[src/rtl/smpl_pkg.sv]
// smpl_pkg: shared definitions for the SMPL data-memory arbiter slice.
//   SMPL_ADDR_W / SMPL_DATA_W : default address / data widths
//   REQ_CORE / REQ_AUX        : requester index constants
//   arb_state_t               : arbiter FSM state encoding
package smpl_pkg;

    localparam int unsigned SMPL_ADDR_W = 13;
    localparam int unsigned SMPL_DATA_W = 16;

    localparam logic REQ_CORE = 1'b0;
    localparam logic REQ_AUX  = 1'b1;

    typedef enum logic {
        ARB_IDLE = 1'b0,
        ARB_BUSY = 1'b1
    } arb_state_t;

endpackage

[src/rtl/smpl_dmem_arbiter_if.sv]
// smpl_dmem_arbiter_if: requester-side and memory-side buses of the arbiter.
//   slave  modport : arbiter view of the two requesters
//                    in  req[2], we[2], addr[2][ADDR_W], wdata[2][DATA_W]
//                    out gnt[2], done[2], rdata[DATA_W]
//   master modport : arbiter view of the memory
//                    out mem_req, mem_we, mem_addr, mem_wdata
//                    in  mem_ack, mem_rdata
interface smpl_dmem_arbiter_if
    import smpl_pkg::*;
#(
    parameter int unsigned ADDR_W = SMPL_ADDR_W,
    parameter int unsigned DATA_W = SMPL_DATA_W
);

    logic [1:0]             req;
    logic [1:0]             we;
    logic [1:0][ADDR_W-1:0] addr;
    logic [1:0][DATA_W-1:0] wdata;
    logic [1:0]             gnt;
    logic [1:0]             done;
    logic [DATA_W-1:0]      rdata;

    logic                   mem_req;
    logic                   mem_we;
    logic [ADDR_W-1:0]      mem_addr;
    logic [DATA_W-1:0]      mem_wdata;
    logic                   mem_ack;
    logic [DATA_W-1:0]      mem_rdata;

    modport slave (
        input  req, we, addr, wdata,
        output gnt, done, rdata
    );

    modport master (
        output mem_req, mem_we, mem_addr, mem_wdata,
        input  mem_ack, mem_rdata
    );

endinterface

[src/rtl/smpl_rr_picker.sv]
// smpl_rr_picker: combinational 2-way round-robin winner select.
//   req[2]  in  : request vector (0 = core, 1 = aux)
//   last    in  : index of the requester served most recently
//   winner  out : selected requester index (meaningful only when |req)
module smpl_rr_picker
    import smpl_pkg::*;
(
    input  logic [1:0] req,
    input  logic       last,
    output logic       winner
);

    always_comb begin
        winner = REQ_CORE;
        if (req[0] && req[1]) begin
            // Conflict: whoever was not served last goes next.
            winner = ~last;
        end else if (req[1]) begin
            winner = REQ_AUX;
        end
    end

endmodule

[src/rtl/smpl_dmem_arbiter.sv]
// smpl_dmem_arbiter: two-requester (core/aux) arbiter in front of a single
// data memory port, one access outstanding at a time.
//   clock        in  : sole clock, rising edge
//   reset        in  : synchronous, active-high
//   rq  (slave)      : requester handshake (req/we/addr/wdata -> gnt/done/rdata)
//   mem (master)     : memory handshake (mem_req/we/addr/wdata -> mem_ack/rdata)
module smpl_dmem_arbiter
    import smpl_pkg::*;
#(
    parameter int unsigned ADDR_W = SMPL_ADDR_W,
    parameter int unsigned DATA_W = SMPL_DATA_W
) (
    input  logic                 clock,
    input  logic                 reset,
    smpl_dmem_arbiter_if.slave   rq,
    smpl_dmem_arbiter_if.master  mem
);

    arb_state_t        state_q, state_d;
    logic              last_q, last_d;
    logic              owner_q, owner_d;
    logic              we_q, we_d;
    logic [ADDR_W-1:0] addr_q, addr_d;
    logic [DATA_W-1:0] wdata_q, wdata_d;
    logic [DATA_W-1:0] rdata_q, rdata_d;

    logic              winner;
    logic [1:0]        gnt;
    logic [1:0]        done;
    logic              mem_req;
    logic [DATA_W-1:0] rdata;

    smpl_rr_picker u_picker (
        .req    (rq.req),
        .last   (last_q),
        .winner (winner)
    );

    always_comb begin
        state_d = state_q;
        last_d  = last_q;
        owner_d = owner_q;
        we_d    = we_q;
        addr_d  = addr_q;
        wdata_d = wdata_q;
        rdata_d = rdata_q;
        gnt     = '0;
        done    = '0;
        mem_req = 1'b0;
        rdata   = rdata_q;

        unique case (state_q)
            ARB_IDLE: begin
                if (|rq.req) begin
                    gnt[winner] = 1'b1;
                    owner_d     = winner;
                    we_d        = rq.we[winner];
                    addr_d      = rq.addr[winner];
                    wdata_d     = rq.wdata[winner];
                    last_d      = winner;
                    state_d     = ARB_BUSY;
                end
            end
            ARB_BUSY: begin
                mem_req = 1'b1;
                if (mem.mem_ack) begin
                    done[owner_q] = 1'b1;
                    // Reads forward memory data in the done cycle and keep it;
                    // writes leave the last read value on rdata.
                    if (!we_q) begin
                        rdata   = mem.mem_rdata;
                        rdata_d = mem.mem_rdata;
                    end
                    state_d = ARB_IDLE;
                end
            end
            default: state_d = ARB_IDLE;
        endcase

        // Reset abandons whatever is in flight: no handshake pulses leak out
        // during the reset cycle itself.
        if (reset) begin
            gnt     = '0;
            done    = '0;
            mem_req = 1'b0;
            rdata   = rdata_q;
        end
    end

    always_ff @(posedge clock) begin
        if (reset) begin
            state_q <= ARB_IDLE;
            last_q  <= REQ_AUX;
            owner_q <= REQ_CORE;
            we_q    <= 1'b0;
            addr_q  <= '0;
            wdata_q <= '0;
            rdata_q <= '0;
        end else begin
            state_q <= state_d;
            last_q  <= last_d;
            owner_q <= owner_d;
            we_q    <= we_d;
            addr_q  <= addr_d;
            wdata_q <= wdata_d;
            rdata_q <= rdata_d;
        end
    end

    assign rq.gnt        = gnt;
    assign rq.done       = done;
    assign rq.rdata      = rdata;
    assign mem.mem_req   = mem_req;
    assign mem.mem_we    = mem_req & we_q;
    assign mem.mem_addr  = addr_q;
    assign mem.mem_wdata = wdata_q;

endmodule

[src/flat_wrapper.sv]
// flat-port wrapper written by rule: the top's interface ports become plain ports
module smpl_dmem_arbiter_flat import smpl_pkg::*;
#(
    parameter int unsigned ADDR_W = SMPL_ADDR_W,
    parameter int unsigned DATA_W = SMPL_DATA_W
)
  (clock, reset, rq_req, rq_we, rq_addr, rq_wdata, rq_gnt, rq_done, rq_rdata, mem_mem_req, mem_mem_we, mem_mem_addr, mem_mem_wdata, mem_mem_ack, mem_mem_rdata);
  smpl_dmem_arbiter_if #(.ADDR_W(ADDR_W), .DATA_W(DATA_W)) rq_i ();
  smpl_dmem_arbiter_if #(.ADDR_W(ADDR_W), .DATA_W(DATA_W)) mem_i ();
  input  logic clock;
  input  logic reset;
  input wire logic [$bits(rq_i.req)-1:0] rq_req;
  input wire logic [$bits(rq_i.we)-1:0] rq_we;
  input wire logic [$bits(rq_i.addr)-1:0] rq_addr;
  input wire logic [$bits(rq_i.wdata)-1:0] rq_wdata;
  output wire logic [$bits(rq_i.gnt)-1:0] rq_gnt;
  output wire logic [$bits(rq_i.done)-1:0] rq_done;
  output wire logic [$bits(rq_i.rdata)-1:0] rq_rdata;
  output wire logic [$bits(mem_i.mem_req)-1:0] mem_mem_req;
  output wire logic [$bits(mem_i.mem_we)-1:0] mem_mem_we;
  output wire logic [$bits(mem_i.mem_addr)-1:0] mem_mem_addr;
  output wire logic [$bits(mem_i.mem_wdata)-1:0] mem_mem_wdata;
  input wire logic [$bits(mem_i.mem_ack)-1:0] mem_mem_ack;
  input wire logic [$bits(mem_i.mem_rdata)-1:0] mem_mem_rdata;
  assign rq_i.req = rq_req;
  assign rq_i.we = rq_we;
  assign rq_i.addr = rq_addr;
  assign rq_i.wdata = rq_wdata;
  assign rq_gnt = rq_i.gnt;
  assign rq_done = rq_i.done;
  assign rq_rdata = rq_i.rdata;
  assign mem_mem_req = mem_i.mem_req;
  assign mem_mem_we = mem_i.mem_we;
  assign mem_mem_addr = mem_i.mem_addr;
  assign mem_mem_wdata = mem_i.mem_wdata;
  assign mem_i.mem_ack = mem_mem_ack;
  assign mem_i.mem_rdata = mem_mem_rdata;
  smpl_dmem_arbiter #(.ADDR_W(ADDR_W), .DATA_W(DATA_W)) u_core (.clock(clock), .reset(reset), .rq(rq_i), .mem(mem_i));
endmodule
[config.mk]
export PLATFORM = sky130hd
export DESIGN_NAME = smpl_dmem_arbiter_flat
export DESIGN_NICKNAME = d
export VERILOG_FILES = /design/src/rtl/smpl_pkg.sv /design/src/rtl/smpl_dmem_arbiter_if.sv /design/src/rtl/smpl_rr_picker.sv /design/src/rtl/smpl_dmem_arbiter.sv /design/src/flat_wrapper.sv
export SDC_FILE = /design/constraint.sdc
export NUM_CORES = 1
export LEC_CHECK = 0
export ABC_AREA = 1
export ABC_CLOCK_PERIOD_IN_PS = 2200
export BUFFER_PORTS_ARGS = -buffer_cell sky130_fd_sc_hd__buf_2
export CORE_MARGIN = 2
export CORE_UTILIZATION = 48
export CTS_BUF_LIST = sky130_fd_sc_hd__clkbuf_16
export DETAILED_ROUTE_END_ITERATION = 8
export PLACE_DENSITY = 0.9
export REMOVE_ABC_BUFFERS = 1
export SYNTH_ARGS = -nofsm -noshare
export SYNTH_HDL_FRONTEND = slang
export SYNTH_SLANG_ARGS = --single-unit
[constraint.sdc]
create_clock -name clock -period 2.2 [get_ports clock]
set_input_delay 0.33 -clock clock [delete_from_list [all_inputs] [get_ports clock]]
set_output_delay 0.33 -clock clock [all_outputs]
set_load 0.05 [all_outputs]
==> results.sh <==
export IMPL_status="completed"
export IMPL_grt_use_met2=0.410
export IMPL_yosys_warnings=0
export IMPL_cp_arrival_ns=1.68
export IMPL_place_area_sq_mm=0.00308
export IMPL_fin_area_sq_mm=0.00322
export IMPL_dp_hpwl_mm=4.50
export IMPL_coreArea_sq_mm=0.00475
export IMPL_htree_levels=2
export IMPL_netlist_area_leader_share=0.412
export IMPL_irDropWorstVdd_uv=504
export IMPL_ctsLongestPathBuffers=2
export IMPL_grt_pass1_wl_mm=9.69
export IMPL_start_util=0.501
export IMPL_clock_fmax_mhz=497
export IMPL_period_needed_ns=2.01
export IMPL_fin_nets=572
export IMPL_reg2reg_from="u_core.state_q$_SDFF_PP0_"
export IMPL_drtIter0Drc=114
export IMPL_drc=0
export IMPL_die_width_microns=74.5
export IMPL_rsz0062_at_grt="no"
export IMPL_cts_buffers=5
export IMPL_areaGrowthSynthToFinish_pct=35.0
export IMPL_antenna_found_initial=0
export IMPL_place_congestion=0.769
export IMPL_tritoncts="yes"
export IMPL_end_kind="primary output"
export IMPL_grt_max_degree=61
export IMPL_postSynthAreaPerCell_sq_um=6.54
export IMPL_die_h_microns=74.5
export IMPL_synth_distinct_cells=23
export IMPL_dr_pass1_iters=4
export IMPL_drive_gt1_frac=0.311
export IMPL_setup_worst_path_start_class="register"
export IMPL_wl_per_cell_microns=10.7
export IMPL_ctsResizeCount=0
export IMPL_die_area_sq_mm=0.00554
export IMPL_period_share=0.915
export IMPL_ant_nets=0
export IMPL_track_usage=0.223
export IMPL_vias=2578
export IMPL_fin_util=0.676
export IMPL_hold_class="in2reg"
export IMPL_cts_root_buf="clkbuf_16"
export IMPL_clk_pin_slew_ns=0.06
export IMPL_critPathMaxStageDelay_ns=0.42
export IMPL_skew_ns=0.00232
export IMPL_p_leak_uw=0.00192
export IMPL_synth_area_top_cells="dfxtp_1 41%, nand2_1 20%, inv_1 8.7%"
export IMPL_crit_start="u_core.state_q$_SDFF_PP0_"
export IMPL_timing_hold_violations_final=0
export IMPL_vias_per_cell=4.61
export IMPL_cp_required_ns=1.87
export IMPL_grt_overflow=0
export IMPL_power_uw=2460
export IMPL_clock_sinks=49
export IMPL_met1_usage=0.246
export IMPL_crit_fanout=16
export IMPL_grt_pass1_vias=2360
export IMPL_synth_largest_area_cell="dfxtp_1"
export IMPL_io_pins=132
export IMPL_fillers=441
export IMPL_rows=25
export IMPL_crit_chain="nand2_2 > nor2_4 > buf_4 > nand2_1 > nand3_1 > o21ai_0 > buf_2"
export IMPL_grt_busiest_layer="met2"
export IMPL_path_class="reg2out"
export IMPL_grtUsageMet3=0.0650
export IMPL_crit_path_top_delay_cell="dfxtp_1"
export IMPL_fin_hold_ws_ns=0.238
export IMPL_max_cap_violations=0
export IMPL_ys_ff_latch=49
export IMPL_diodes=0
export IMPL_clock_latency_ns=0.28
export IMPL_syn_area_sq_mm=0.00238
export IMPL_syn_inst=364
export IMPL_p_per_area_mw_per_mm2=766
export IMPL_cts_setup_buffers=0
export IMPL_worst_pin_slew_ns=0.409
export IMPL_min_from="rq_addr[5]"
export IMPL_drv_slew=0
export IMPL_finalSetupViolCount=0
export IMPL_cts_hold_buffers=0
export IMPL_port_buffers=131
export IMPL_seq_area_frac_synth=0.412
export IMPL_max_slew_margin_rel=0.726
export IMPL_wl_mm=5.99
-- cell usage after synthesis --
cell type    n
clkinv_1     1
dfxtp_1     49
nand4_1      2
o21ai_4      1
nand3_4      1
inv_2        1
nand2_1    127
o21ai_1      1
buf_4        5
nor3_1       1
nand2_2      2
o22ai_1      1
nor2_1      19
a21oi_1     24
buf_2        3
and3_1       1
nor2_4       3
clkbuf_1     7
nand2_4      2
o21ai_0     27
nand3_1     29
buf_6        2
inv_1       55
-- cell type report --
cell class	instances	area [sq um]	area share
well taps	67	83.8	0.0261
clock buffers	5	125	0.0389
clock inverters	3	12.5	0.00389
repair buffers	137	713	0.222
inverters	57	214	0.0665
multi-input cells	241	1090	0.338
flip-flops and latches	49	981	0.305
-- logic make-up (layout without fill, tap and decap cells) --
family	count (synthesis)	count (layout)	synth area share
AO/OA/AOI/OAI	54	54	0.119
buffers and inverters	74	202	0.132
flip-flops	49	49	0.412
AND/OR/NAND/NOR	187	187	0.337
-- per-stage QoR --
step | setup TNS [ns] | instances | setup slack, ns
floorplan | -9.51 | 347 | -0.616
CTS | 0 | 559 | 0.176
global placement | 0 | 551 | 0.542
global route | 0 | 559 | 0.0613
finish | 0 | 559 | 0.186
detailed placement | 0 | 551 | 0.494
-- power breakdown --
group | leakage, uW | internal [uW] | switching (uW)
Combinational | 0.00145 | 204 | 545
Sequential | 0.000404 | 966 | 35.9
Clock | 0.0000687 | 411 | 302
-- flip-flops by register name, indices dropped and copies added (netlist names) --
name / count
u_core.rdata_q: 16
u_core.last_q: 1
u_core.owner_q: 1
u_core.mem.mem_addr: 13
u_core.we_q: 1
u_core.mem.mem_wdata: 16
u_core.state_q: 1
-- path summary, 6_finish.rpt --
path	end	cells after the start	slack, ns
setup / recovery	rq_rdata[4]	7	0.19
hold / removal	u_core.mem.mem_addr[5]$_SDFFE_PP0P_	3	0.24
setup reg to reg	u_core.mem.mem_wdata[5]$_SDFFE_PP0P_	6	0.87
hold reg to reg	u_core.mem.mem_wdata[14]$_SDFFE_PP0P_	2	0.46
-- critical path: cells and delay by family, from the launching register on --
kind	cells	cell delay, ns
buf+inv	2	0.45
flops	1	0.42
compound gates	1	0.11
simple gates	4	0.43
-- placed cells by master, fill, tap and decap left out, types with 2 or more instances in the layout --
cell / instances
a21oi_1: 24
buf_2: 131
buf_4: 5
clkbuf_16: 5
clkinv_1: 3
dfxtp_1: 49
inv_1: 55
nand2_1: 127
nand2_2: 2
nand2_4: 2
nand3_1: 29
nand4_1: 2
nor2_1: 19
nor2_4: 3
o21ai_0: 27
-- metal layers --
layer	vias to the layer above	share of wire
li1	1372	-
met1	1110	0.43
met2	89	0.49
met3	7	0.068
met4	0	0.0097
met5	-	0
Power figures use the tool's default switching activity.
